**src/rtl/rca32_and_or_locked.sv**
```systemverilog
// 32-bit ripple-carry adder locked with 64 AND/OR key gates; registered 33-bit sum.
// Two gates per slice: key[2i] gates the propagate term, key[2i+1] gates the carry out.

module key_gate #(
  parameter bit IS_AND = 1'b1
) (
  input  logic net,
  input  logic k,
  output logic y
);
  // AND gates are transparent at k=1, OR gates at k=0.
  if (IS_AND) begin : g_and
    assign y = net & k;
  end else begin : g_or
    assign y = net | k;
  end
endmodule

module rca32_and_or_locked #(
  parameter int WIDTH = 32,
  parameter int KEY_W = 2 * WIDTH
) (
  input  logic             clk_i,
  input  logic             rst_ni,
  input  logic [WIDTH-1:0] add1_i,
  input  logic [WIDTH-1:0] add2_i,
  input  logic [KEY_W-1:0] keyinput,
  output logic [WIDTH:0]   result_o
);

  localparam logic [63:0] CORRECT_KEY = 64'hA87E0E812FE200DE;

  logic [WIDTH-1:0] sum_bits;
  logic             carry_out;

  for (genvar i = 0; i < WIDTH; i++) begin : slice
    logic c_in;
    logic p;
    logic g;
    logic p_key;
    logic c_raw;
    logic c_out;

    // Carry is threaded slice to slice rather than through one shared vector.
    if (i == 0) begin : g_first
      assign c_in = 1'b0;
    end else begin : g_next
      assign c_in = slice[i-1].c_out;
    end

    assign p = add1_i[i] ^ add2_i[i];
    assign g = add1_i[i] & add2_i[i];

    (* keep_hierarchy = "yes" *)
    key_gate #(.IS_AND(CORRECT_KEY[2*i])) u_kg_prop (
      .net (p),
      .k   (keyinput[2*i]),
      .y   (p_key)
    );

    assign sum_bits[i] = p_key ^ c_in;
    assign c_raw       = g | (p_key & c_in);

    (* keep_hierarchy = "yes" *)
    key_gate #(.IS_AND(CORRECT_KEY[2*i+1])) u_kg_carry (
      .net (c_raw),
      .k   (keyinput[2*i+1]),
      .y   (c_out)
    );
  end

  assign carry_out = slice[WIDTH-1].c_out;

  always_ff @(posedge clk_i) begin
    if (!rst_ni) begin
      result_o <= '0;
    end else begin
      result_o <= {carry_out, sum_bits};
    end
  end

endmodule

```
**config.mk**
```make
export PLATFORM = sky130hd
export DESIGN_NAME = rca32_and_or_locked
export DESIGN_NICKNAME = d
export VERILOG_FILES = /design/src/rtl/rca32_and_or_locked.sv
export SDC_FILE = /design/constraint.sdc
export NUM_CORES = 1
export LEC_CHECK = 0
export BUFFER_PORTS_ARGS = -buffer_cell sky130_fd_sc_hd__buf_4
export CAP_MARGIN = 10
export CORE_ASPECT_RATIO = 0.75
export CORE_MARGIN = 2
export CORE_UTILIZATION = 42
export CTS_CLUSTER_DIAMETER = 200
export DETAILED_ROUTE_END_ITERATION = 7
export PLACE_DENSITY = 0.82
export RECOVER_POWER = 100
export SLEW_MARGIN = 20
export SYNTH_ARGS = -nofsm -noshare
export SYNTH_HDL_FRONTEND = slang
export SYNTH_SLANG_ARGS = --single-unit
```
**constraint.sdc**
```tcl
create_clock -name clk_i -period 34.1 [get_ports clk_i]
set_input_delay 6.82 -clock clk_i [delete_from_list [all_inputs] [get_ports clk_i]]
set_output_delay 6.82 -clock clk_i [all_outputs]
set_load 0.03 [all_outputs]
```
* After elaboration in Yosys (flattened, before gate mapping)
Index checks and enable logic that the tools add are counted.
** Storage, ports and cells
- Register bits :: 33
** Cells by class
- Bitwise operators :: 221
** Operators with widths (number)
- $and A1 B1 Y1 :: 92
- $or A1 B1 Y1 :: 66
- $xor A1 B1 Y1 :: 63

* Logic depth before layout (Yosys ltp)
Gate-level depths: netlist of the first run.
- Depth in word-level cells :: 95
- Depth in mapped cells :: 96
- Gate-level depth less buffers :: 96

* By module
The synthesis of the first run kept the hierarchy.
** By module, submodules not included
- rca32_and_or_locked :: times used 1, cells each 163, area an instance 1905.6 µm²
- key_gate :: times used 64, cells each 1, area an instance 6.3 µm²

* Least setup slack after synthesis of the first run
OpenSTA, ideal clock, no wires.
- Kind :: input-to-reg
- From :: input port add1_i[1]
- To :: register result_o[32]
- Data arrival time :: 26.793 ns
- Data required time :: 33.984 ns
- Setup slack :: 7.191 ns
- Stages on the path :: 96
- Cell sequence :: ha_1 -> and2_1 -> ha_1 -> or2_2 -> and2_1 -> ha_1 -> or2_2 -> or2_1 -> ha_1 -> or2_2 -> and2_1 -> ha_1 -> or2_2 -> or2_1 -> ha_1 -> or2_2 -> or2_1 -> ha_1 -> [60 not listed] -> or2_2 -> and2_1 -> ha_1 -> or2_2 -> or2_1 -> ha_1 -> or2_2 -> or2_1 -> ha_1 -> or2_2 -> and2_1 -> ha_1 -> or2_2 -> and2_1 -> ha_1 -> or2_2 -> and2_1 -> and2_2
** On the way
- Cells in the longest elaborated chain, start to end :: 95
- Elaborated cells on any way between the ends :: 96
** Ends and longest elaborated chain
- from (decl) :: line 25 : input logic [WIDTH-1:0] add1_i,
- $xor A1 B1 Y1 :: line 51 : assign p = add1_i[i] ^ add2_i[i];
- $and A1 B1 Y1 :: line 13 : assign y = net & k;
- net slice[1].p_key :: line 40 : logic p_key;
- $and A1 B1 Y1 :: line 62 : assign c_raw = g | (p_key & c_in);
- $or A1 B1 Y1 :: line 62
- net slice[1].c_raw :: line 41 : logic c_raw;
- $and A1 B1 Y1 :: line 13
- net slice[1].c_out :: line 42 : logic c_out;
- [2 not listed]
- net slice[2].c_raw :: line 41
- [1 not listed]
- net slice[2].c_out :: line 42
- [2 not listed]
- net slice[3].c_raw :: line 41
- [1 not listed]
- net slice[3].c_out :: line 42
- [2 not listed]
- net slice[4].c_raw :: line 41
- [1 not listed]
- net slice[4].c_out :: line 42
- [2 not listed]
- net slice[5].c_raw :: line 41
- [1 not listed]
- net slice[5].c_out :: line 42
- [2 not listed]
- net slice[6].c_raw :: line 41
- [1 not listed]
- net slice[6].c_out :: line 42
- [2 not listed]
- net slice[7].c_raw :: line 41
- [1 not listed]
- net slice[7].c_out :: line 42
- [2 not listed]
- net slice[8].c_raw :: line 41
- [1 not listed]
- net slice[8].c_out :: line 42
- [2 not listed]
- net slice[9].c_raw :: line 41
- [1 not listed]
- net slice[10].c_in :: line 37 : logic c_in;
- [2 not listed]
- net slice[10].c_raw :: line 41
- [1 not listed]
- net slice[10].c_out :: line 42
- [2 not listed]
- net slice[11].c_raw :: line 41
- [1 not listed]
- net slice[11].c_out :: line 42
- [2 not listed]
- net slice[12].c_raw :: line 41
- [1 not listed]
- net slice[12].c_out :: line 42
- [2 not listed]
- net slice[13].c_raw :: line 41
- [1 not listed]
- net slice[13].c_out :: line 42
- [2 not listed]
- net slice[14].c_raw :: line 41
- [1 not listed]
- net slice[14].c_out :: line 42
- [2 not listed]
- net slice[15].c_raw :: line 41
- [1 not listed]
- net slice[15].c_out :: line 42
- [2 not listed]
- net slice[16].c_raw :: line 41
- [1 not listed]
- net slice[16].c_out :: line 42
- [2 not listed]
- net slice[17].c_raw :: line 41
- [1 not listed]
- net slice[17].c_out :: line 42
- [2 not listed]
- net slice[18].c_raw :: line 41
- [1 not listed]
- net slice[18].c_out :: line 42
- [2 not listed]
- net slice[19].c_raw :: line 41
- [1 not listed]
- net slice[19].c_out :: line 42
- [2 not listed]
- net slice[20].c_raw :: line 41
- [1 not listed]
- net slice[20].c_out :: line 42
- [2 not listed]
- net slice[21].c_raw :: line 41
- [1 not listed]
- net slice[21].c_out :: line 42
- [2 not listed]
- net slice[22].c_raw :: line 41
- [1 not listed]
- net slice[22].c_out :: line 42
- [2 not listed]
- net slice[23].c_raw :: line 41
- [1 not listed]
- net slice[23].c_out :: line 42
- [2 not listed]
- net slice[24].c_raw :: line 41
- [1 not listed]
- net slice[24].c_out :: line 42
- [2 not listed]
- net slice[25].c_raw :: line 41
- [1 not listed]
- net slice[25].c_out :: line 42
- [2 not listed]
- net slice[26].c_raw :: line 41
- [1 not listed]
- net slice[26].c_out :: line 42
- [2 not listed]
- net slice[27].c_raw :: line 41
- [1 not listed]
- net slice[27].c_out :: line 42
- [2 not listed]
- net slice[28].c_raw :: line 41
- [1 not listed]
- net slice[28].c_out :: line 42
- [2 not listed]
- net slice[29].c_raw :: line 41
- [1 not listed]
- net slice[29].c_out :: line 42
- [2 not listed]
- net slice[30].c_raw :: line 41
- $and A1 B1 Y1 :: line 13
- net slice[30].c_out :: line 42
- $and A1 B1 Y1 :: line 62
- $or A1 B1 Y1 :: line 62
- net slice[31].c_raw :: line 41
- $and A1 B1 Y1 :: line 13
- net carry_out :: line 34 : logic carry_out;
- to (signal assigned) :: line 78 : result_o <= {carry_out, sum_bits};
- to (decl) :: line 28 : output logic [WIDTH:0] result_o
The timed path passes the listed nets, and every way through them passes these cells.
A chain may end at the register's enable or synchronous reset.

* Final worst setup path of the first run
- From :: input port add1_i[1]
- To :: register result_o[32]
** On the way
- Cells in the longest elaborated chain, start to end :: 95
- Elaborated cells on any way between the ends :: 96
** Ends and longest elaborated chain
- $xor A1 B1 Y1 :: line 51
- net slice[1].p :: line 38 : logic p;
- $and A1 B1 Y1 :: line 13
- net slice[1].p_key :: line 40
- $and A1 B1 Y1 :: line 62
- $or A1 B1 Y1 :: line 62
- net slice[1].c_raw :: line 41
- $and A1 B1 Y1 :: line 13
- net slice[1].c_out :: line 42
- [2 not listed]
- net slice[2].c_raw :: line 41
- [1 not listed]
- net slice[2].c_out :: line 42
- [2 not listed]
- net slice[3].c_raw :: line 41
- [1 not listed]
- net slice[3].c_out :: line 42
- [2 not listed]
- net slice[4].c_raw :: line 41
- [1 not listed]
- net slice[4].c_out :: line 42
- [2 not listed]
- net slice[5].c_raw :: line 41
- [1 not listed]
- net slice[5].c_out :: line 42
- [2 not listed]
- net slice[6].c_raw :: line 41
- [1 not listed]
- net slice[6].c_out :: line 42
- [2 not listed]
- net slice[7].c_raw :: line 41
- [1 not listed]
- net slice[7].c_out :: line 42
- [2 not listed]
- net slice[8].c_raw :: line 41
- [1 not listed]
- net slice[8].c_out :: line 42
- [2 not listed]
- net slice[9].c_raw :: line 41
- [1 not listed]
- net slice[10].c_in :: line 37
- [2 not listed]
- net slice[10].c_raw :: line 41
- [1 not listed]
- net slice[10].c_out :: line 42
- [2 not listed]
- net slice[11].c_raw :: line 41
- [1 not listed]
- net slice[11].c_out :: line 42
- [2 not listed]
- net slice[12].c_raw :: line 41
- [1 not listed]
- net slice[12].c_out :: line 42
- [2 not listed]
- net slice[13].c_raw :: line 41
- [1 not listed]
- net slice[13].c_out :: line 42
- [2 not listed]
- net slice[14].c_raw :: line 41
- [1 not listed]
- net slice[14].c_out :: line 42
- [2 not listed]
- net slice[15].c_raw :: line 41
- [1 not listed]
- net slice[15].c_out :: line 42
- [2 not listed]
- net slice[16].c_raw :: line 41
- [1 not listed]
- net slice[16].c_out :: line 42
- [2 not listed]
- net slice[17].c_raw :: line 41
- [1 not listed]
- net slice[17].c_out :: line 42
- [2 not listed]
- net slice[18].c_raw :: line 41
- [1 not listed]
- net slice[18].c_out :: line 42
- [2 not listed]
- net slice[19].c_raw :: line 41
- [1 not listed]
- net slice[19].c_out :: line 42
- [2 not listed]
- net slice[20].c_raw :: line 41
- [1 not listed]
- net slice[20].c_out :: line 42
- [2 not listed]
- net slice[21].c_raw :: line 41
- [1 not listed]
- net slice[21].c_out :: line 42
- [2 not listed]
- net slice[22].c_raw :: line 41
- [1 not listed]
- net slice[22].c_out :: line 42
- [2 not listed]
- net slice[23].c_raw :: line 41
- [1 not listed]
- net slice[23].c_out :: line 42
- [2 not listed]
- net slice[24].c_raw :: line 41
- [1 not listed]
- net slice[24].c_out :: line 42
- [2 not listed]
- net slice[25].c_raw :: line 41
- [1 not listed]
- net slice[25].c_out :: line 42
- [2 not listed]
- net slice[26].c_raw :: line 41
- [1 not listed]
- net slice[26].c_out :: line 42
- [2 not listed]
- net slice[27].c_raw :: line 41
- [1 not listed]
- net slice[27].c_out :: line 42
- [2 not listed]
- net slice[28].c_raw :: line 41
- [1 not listed]
- net slice[28].c_out :: line 42
- [2 not listed]
- net slice[29].c_raw :: line 41
- [1 not listed]
- net slice[29].c_out :: line 42
- [2 not listed]
- net slice[30].c_raw :: line 41
- $and A1 B1 Y1 :: line 13
- net slice[30].c_out :: line 42
- $and A1 B1 Y1 :: line 62
- $or A1 B1 Y1 :: line 62
- net slice[31].c_raw :: line 41
- $and A1 B1 Y1 :: line 13
- net carry_out :: line 34
The timed path passes the listed nets, and every way through them passes these cells.

==> impl_metrics.py, run 1 <==
metrics = {
    "run_status": {
        "outcome": "complete, no violations",
    },
    "power": {
        "vdd_drop_max_v": 0.0000217,
        "p_leak_nw": 1.83,
        "total_power_w": 0.000111,
        "power_density_nw_per_um2": 31.1,
    },
    "finish": {
        "layout_common_cells": "buf_4 (127), ha_1 (63), clkbuf_1 (34)",
        "final_nets": 586,
        "area_growth_pct": 54.5,
        "antenna_cells_inserted": 0,
        "reg.largest.list": "result_o (33)",
        "fillers": 457,
        "multiInputGateArea_sq_um": 1630,
        "seq_area_sq_um": 661,
        "postLayoutCellArea_sq_um": 3560,
        "drive_gt1_frac": 0.506,
        "regMostFlops": "result_o",
        "largest_reg_flops": 33,
        "final_common_cell": "buf_4",
        "layout.cells.non_filler": 468,
    },
    "cts": {
        "root_buffer": "clkbuf_8",
        "cts_resized": 0,
        "tritoncts.num_buffers": 5,
        "h-tree-depth": 2,
        "cts_buffer_depth": 2,
        "cts_hold_buffers": 0,
        "clock_sinks": 33,
        "cts_tree": "yes",
        "path_clk_slew_ns": 0.06,
        "postCtsSetupBuffers": 0,
    },
    "grt": {
        "track_usage": 0.182,
        "grt_pass1_vias": 2099,
        "antenna_found_initial": 0,
        "grt_pass1_wl_um": 8550,
        "grt_max_degree": 34,
        "overflow": 0,
    },
    "place": {
        "placed_area_sq_um": 3600,
        "hpwlAfterDp_um": 4940,
        "placed_cells": 461,
        "place.gp.congestion": 0.766,
        "portBuffers": 162,
    },
    "detailed_routing": {
        "wl_per_cell_um": 12.0,
        "drt-pass1-iter-count": 4,
        "vias": 2042,
        "route.detailed.drc": 0,
        "first_iter_violations": 21,
        "drt_wl_total_um": 5620,
        "ant_nets": 0,
        "viasPerCell": 4.36,
    },
    "synth": {
        "syn_area_per_cell_sq_um": 10.2,
        "synth_area_sq_um": 2310,
        "yosysSeqAreaShare": 0.286,
        "synth_seq_cells": 33,
        "yosysWarnings": 0,
        "ys_types": 7,
        "syn-num-nets": 420,
        "synthCells": 227,
    },
    "critical_path": {
        "crit_buf_inv": 1,
        "worstPathMaxFanout": 1,
        "crit_top_cell": "ha_1",
        "required_ns": 34.26,
        "crit_family": "simple AND/OR/NAND/NOR gates",
        "endpoint_kind": "register",
        "path_class": "primary input to register",
        "cp.arrival_ns": 27.75,
        "cpMaxStageDelayCell": "or2_2",
        "worstSetupStartpointType": "primary input",
        "crit_cells": 97,
        "critPathMaxStageDelay_ns": 0.30,
    },
    "sta": {
        "hold_viol": 0,
        "setup_violations": 0,
        "slew_viol_final": 0,
        "max_freq_mhz": 36.3,
        "worst_slew_pin_slew_ns": 0.425,
        "max-slew-margin-rel": 0.718,
        "timing.setup.tns_ns": 0,
        "final.min_clock_period_ns": 27.59,
        "rsz0062_at_grt": "no",
        "fin_crit_sh": 0.809,
    },
    "run": {
        "cap_violations": 0,
    },
    "die": {
        "die-area_sq_um": 6110,
        "io_pins": 163,
        "num_rows": 23,
        "chipWidth_um": 89.6,
        "die_h_um": 68.2,
        "coreArea_sq_um": 5320,
        "initial_core_util": 0.433,
    },
    "worst_hold_path": {
        "hp-class": "primary input to register",
        "hold_depth": 3,
    },
}
## cell families (layout without fill, tap and decap cells)
logic type,count (synthesis),count (layout),share of synthesized area
simple gates,128,128,0.365
fa+ha+maj,63,63,0.342
flops,33,33,0.286
buf+inv,3,169,0.00651
## power breakdown
group | leakage (nW) | total [W] | switching [W] | internal (W)
clock | 0.0443 | 0.0000289 | 0.0000129 | 0.0000160
sequential | 0.274 | 0.0000433 | 0.000000931 | 0.0000424
combinational | 1.51 | 0.0000385 | 0.0000178 | 0.0000207
## through the flow
stage	setup WS (ns)	hold WS, ns	util
2_1_floorplan	7.19	6.96	-
3_3_place_gp	6.47	7.13	0.676
3_5_place_dp	6.21	7.13	0.676
4_1_cts	6.48	6.84	0.693
5_1_grt	5.46	6.84	0.669
6_report	6.51	6.85	0.669
## area by class of cell
type                            instances  share of cell area
Multi-Input combinational cell        191               0.458
Timing Repair Buffer                  162               0.307
Clock buffer                            7              0.0242
Sequential cell                        33               0.185
Tap cell                               75              0.0263
## path summary, 6_finish.rpt
check / from / to
setup / recovery: add1_i[1] / result_o[32]
hold / removal: keyinput[0] / result_o[0]
## cell usage after synthesis
cell / instances / area, sq um
clkbuf_2: 3 / 15.0
dfxtp_1: 33 / 661
or2_1: 35 / 219
and2_1: 29 / 181
and2_2: 33 / 248
ha_1: 63 / 788
or2_2: 31 / 194
## per-layer routing
layer	GRT usage	vias to the layer above	wire length (um)
met5	0	-	0
met4	0.0410	0	55
met3	0.0760	6	639
met2	0.348	99	2800
met1	0.183	865	2120
li1	-	1072	-
No activity file was read; power rests on OpenSTA's default activity.
==> run 2: changes to the inputs <==
- ABC_AREA: default -> 1
- CORE_UTILIZATION: 42 -> 44
- PLACE_DENSITY: 0.82 -> 0.81
- clock period: 34.1 -> 28 ns (I/O delays scaled with it)
==> impl_metrics.py, run 2 <==
metrics = {
    "critical_path": {
        "critPathMaxStageDelay_ns": 0.29,
        "cp.arrival_ns": 17.58,
        "worstPathMaxFanout": 1,
        "cpMaxStageDelayCell": "ha_1",
        "endpoint_kind": "register",
        "path_class": "primary input to register",
        "worstSetupStartpointType": "primary input",
        "required_ns": 28.18,
    },
    "detailed_routing": {
        "wl_per_cell_um": 9.23,
        "route.detailed.drc": 0,
        "viasPerCell": 4.00,
        "first_iter_violations": 25,
        "vias": 2662,
        "drt-pass1-iter-count": 4,
        "ant_nets": 0,
        "drt_wl_total_um": 6150,
    },
    "finish": {
        "drive_gt1_frac": 0.236,
        "fillers": 566,
        "area_growth_pct": 44.3,
        "finalCoreUtilization": 0.666,
        "final_common_cell": "inv_1",
        "postLayoutCellArea_sq_um": 3940,
        "final_nets": 780,
        "regMostFlops": "result_o",
        "largest_reg_flops": 33,
        "seq_area_sq_um": 661,
        "antenna_cells_inserted": 0,
        "layout_common_cells": "inv_1 (194), buf_4 (127), nand2_1 (123)",
        "reg.largest.list": "result_o (33)",
        "multiInputGateArea_sq_um": 1280,
    },
    "sta": {
        "max-slew-margin-rel": 0.719,
        "timing.setup.tns_ns": 0,
        "fin_ws_ns": 10.60,
        "hold_ws_ns": 5.59,
        "slew_viol_final": 0,
        "hold_viol": 0,
        "setup_violations": 0,
        "fin_crit_sh": 0.622,
        "max_freq_mhz": 57.5,
        "final.min_clock_period_ns": 17.40,
        "worst_slew_pin_slew_ns": 0.423,
        "rsz0062_at_grt": "no",
    },
    "die": {
        "io_pins": 163,
        "die_h_um": 72.2,
        "chipWidth_um": 95.0,
        "num_rows": 24,
        "initial_core_util": 0.462,
        "coreArea_sq_um": 5920,
        "die-area_sq_um": 6860,
    },
    "grt": {
        "grt_max_degree": 34,
        "antenna_found_initial": 0,
        "overflow": 0,
        "grt_pass1_wl_um": 9940,
        "track_usage": 0.183,
        "grt_pass1_vias": 2569,
    },
    "place": {
        "placed_area_sq_um": 3980,
        "place.gp.congestion": 0.726,
        "portBuffers": 162,
        "dp_slack_ns": 10.26,
        "hpwlAfterDp_um": 5420,
    },
    "synth": {
        "netlist_top_cells_count": "inv_1 (194), nand2_1 (123), ha_1 (63), dfxtp_1 (33), nand2_2 (5)",
        "ys_types": 8,
        "synth_most_common_cell": "inv_1",
        "syn_area_per_cell_sq_um": 6.47,
        "yosysWarnings": 0,
        "yosys.area.top_type": "ha_1",
        "synthCells": 422,
        "synth_seq_cells": 33,
        "syn-num-nets": 615,
        "yosysSeqAreaShare": 0.242,
        "yosys-top-cells-area": "ha_1 (29%), inv_1 (27%), dfxtp_1 (24%)",
        "synth_edf_count": 0,
        "synth_area_sq_um": 2730,
        "synthFlopType": "dfxtp_1",
        "async_flop_share": 0,
        "yosys.area.top_type_share": 0.289,
    },
    "run_status": {
        "outcome": "complete, no violations",
    },
    "power": {
        "vdd_drop_max_v": 0.0000212,
        "p_leak_nw": 2.86,
        "power_density_nw_per_um2": 35.2,
    },
    "cts": {
        "root_buffer": "clkbuf_8",
        "clock_sinks": 33,
        "cts_tree": "yes",
        "postCtsSetupBuffers": 0,
        "h-tree-depth": 2,
        "cts_hold_buffers": 0,
        "path_clk_slew_ns": 0.07,
        "cts_resized": 0,
        "cts_buffer_depth": 2,
        "tritoncts.num_buffers": 5,
    },
    "worst_hold_path": {
        "hp-class": "primary input to register",
    },
    "run": {
        "cap_violations": 0,
    },
}
run 2: layer usage:
layer	global-route usage	up-vias	share of wire
met3	0.0789	4	0.12
met1	0.167	1092	0.37
met2	0.366	105	0.50
li1	-	1461	-
met4	0.0483	0	0.0067
met5	0	-	0
run 2: critical path, delay by kind of cell:
kind	cells	cell delay, ns
adders and majority gates	32	5.94
buffers and inverters	65	3.04
and+or+nand+nor	64	3.06
run 2: final timing paths:
| check | from | to | slack [ns] | cells past startpoint |
|---|---|---|---|---|
| max | add1_i[1] | result_o[32] | 10.60 | 161 |
| min | keyinput[63] | result_o[32] | 5.59 | 5 |
run 2: stage by stage:
stage               total power, W  instances
floorplan                0.0000848        422
global placement          0.000108        658
detailed placement        0.000111        658
CTS                       0.000145        666
global route              0.000151        666
finish                    0.000139        666
run 2: power by group:
group / internal (W) / leakage [nW] / switching (W) / total, W
Sequential: 0.0000516 / 0.274 / 0.00000106 / 0.0000527
Combinational: 0.0000235 / 2.55 / 0.0000287 / 0.0000522
Clock: 0.0000177 / 0.0395 / 0.0000160 / 0.0000337
run 2: cell type report:
class | instances | area share
Clock buffer | 8 | 0.0203
Inverter | 194 | 0.185
Multi-Input combinational cell | 191 | 0.325
Sequential cell | 33 | 0.168
Tap cell | 78 | 0.0248
Timing Repair Buffer | 162 | 0.277
run 2: logic make-up (layout without fill, tap and decap cells):
| group | Yosys count | in the layout | share of synthesized area |
|---|---|---|---|
| buffers and inverters | 198 | 364 | 0.289 |
| AND/OR/NAND/NOR | 128 | 128 | 0.180 |
| adder cells (fa/ha/maj) | 63 | 63 | 0.289 |
| flip-flops | 33 | 33 | 0.242 |
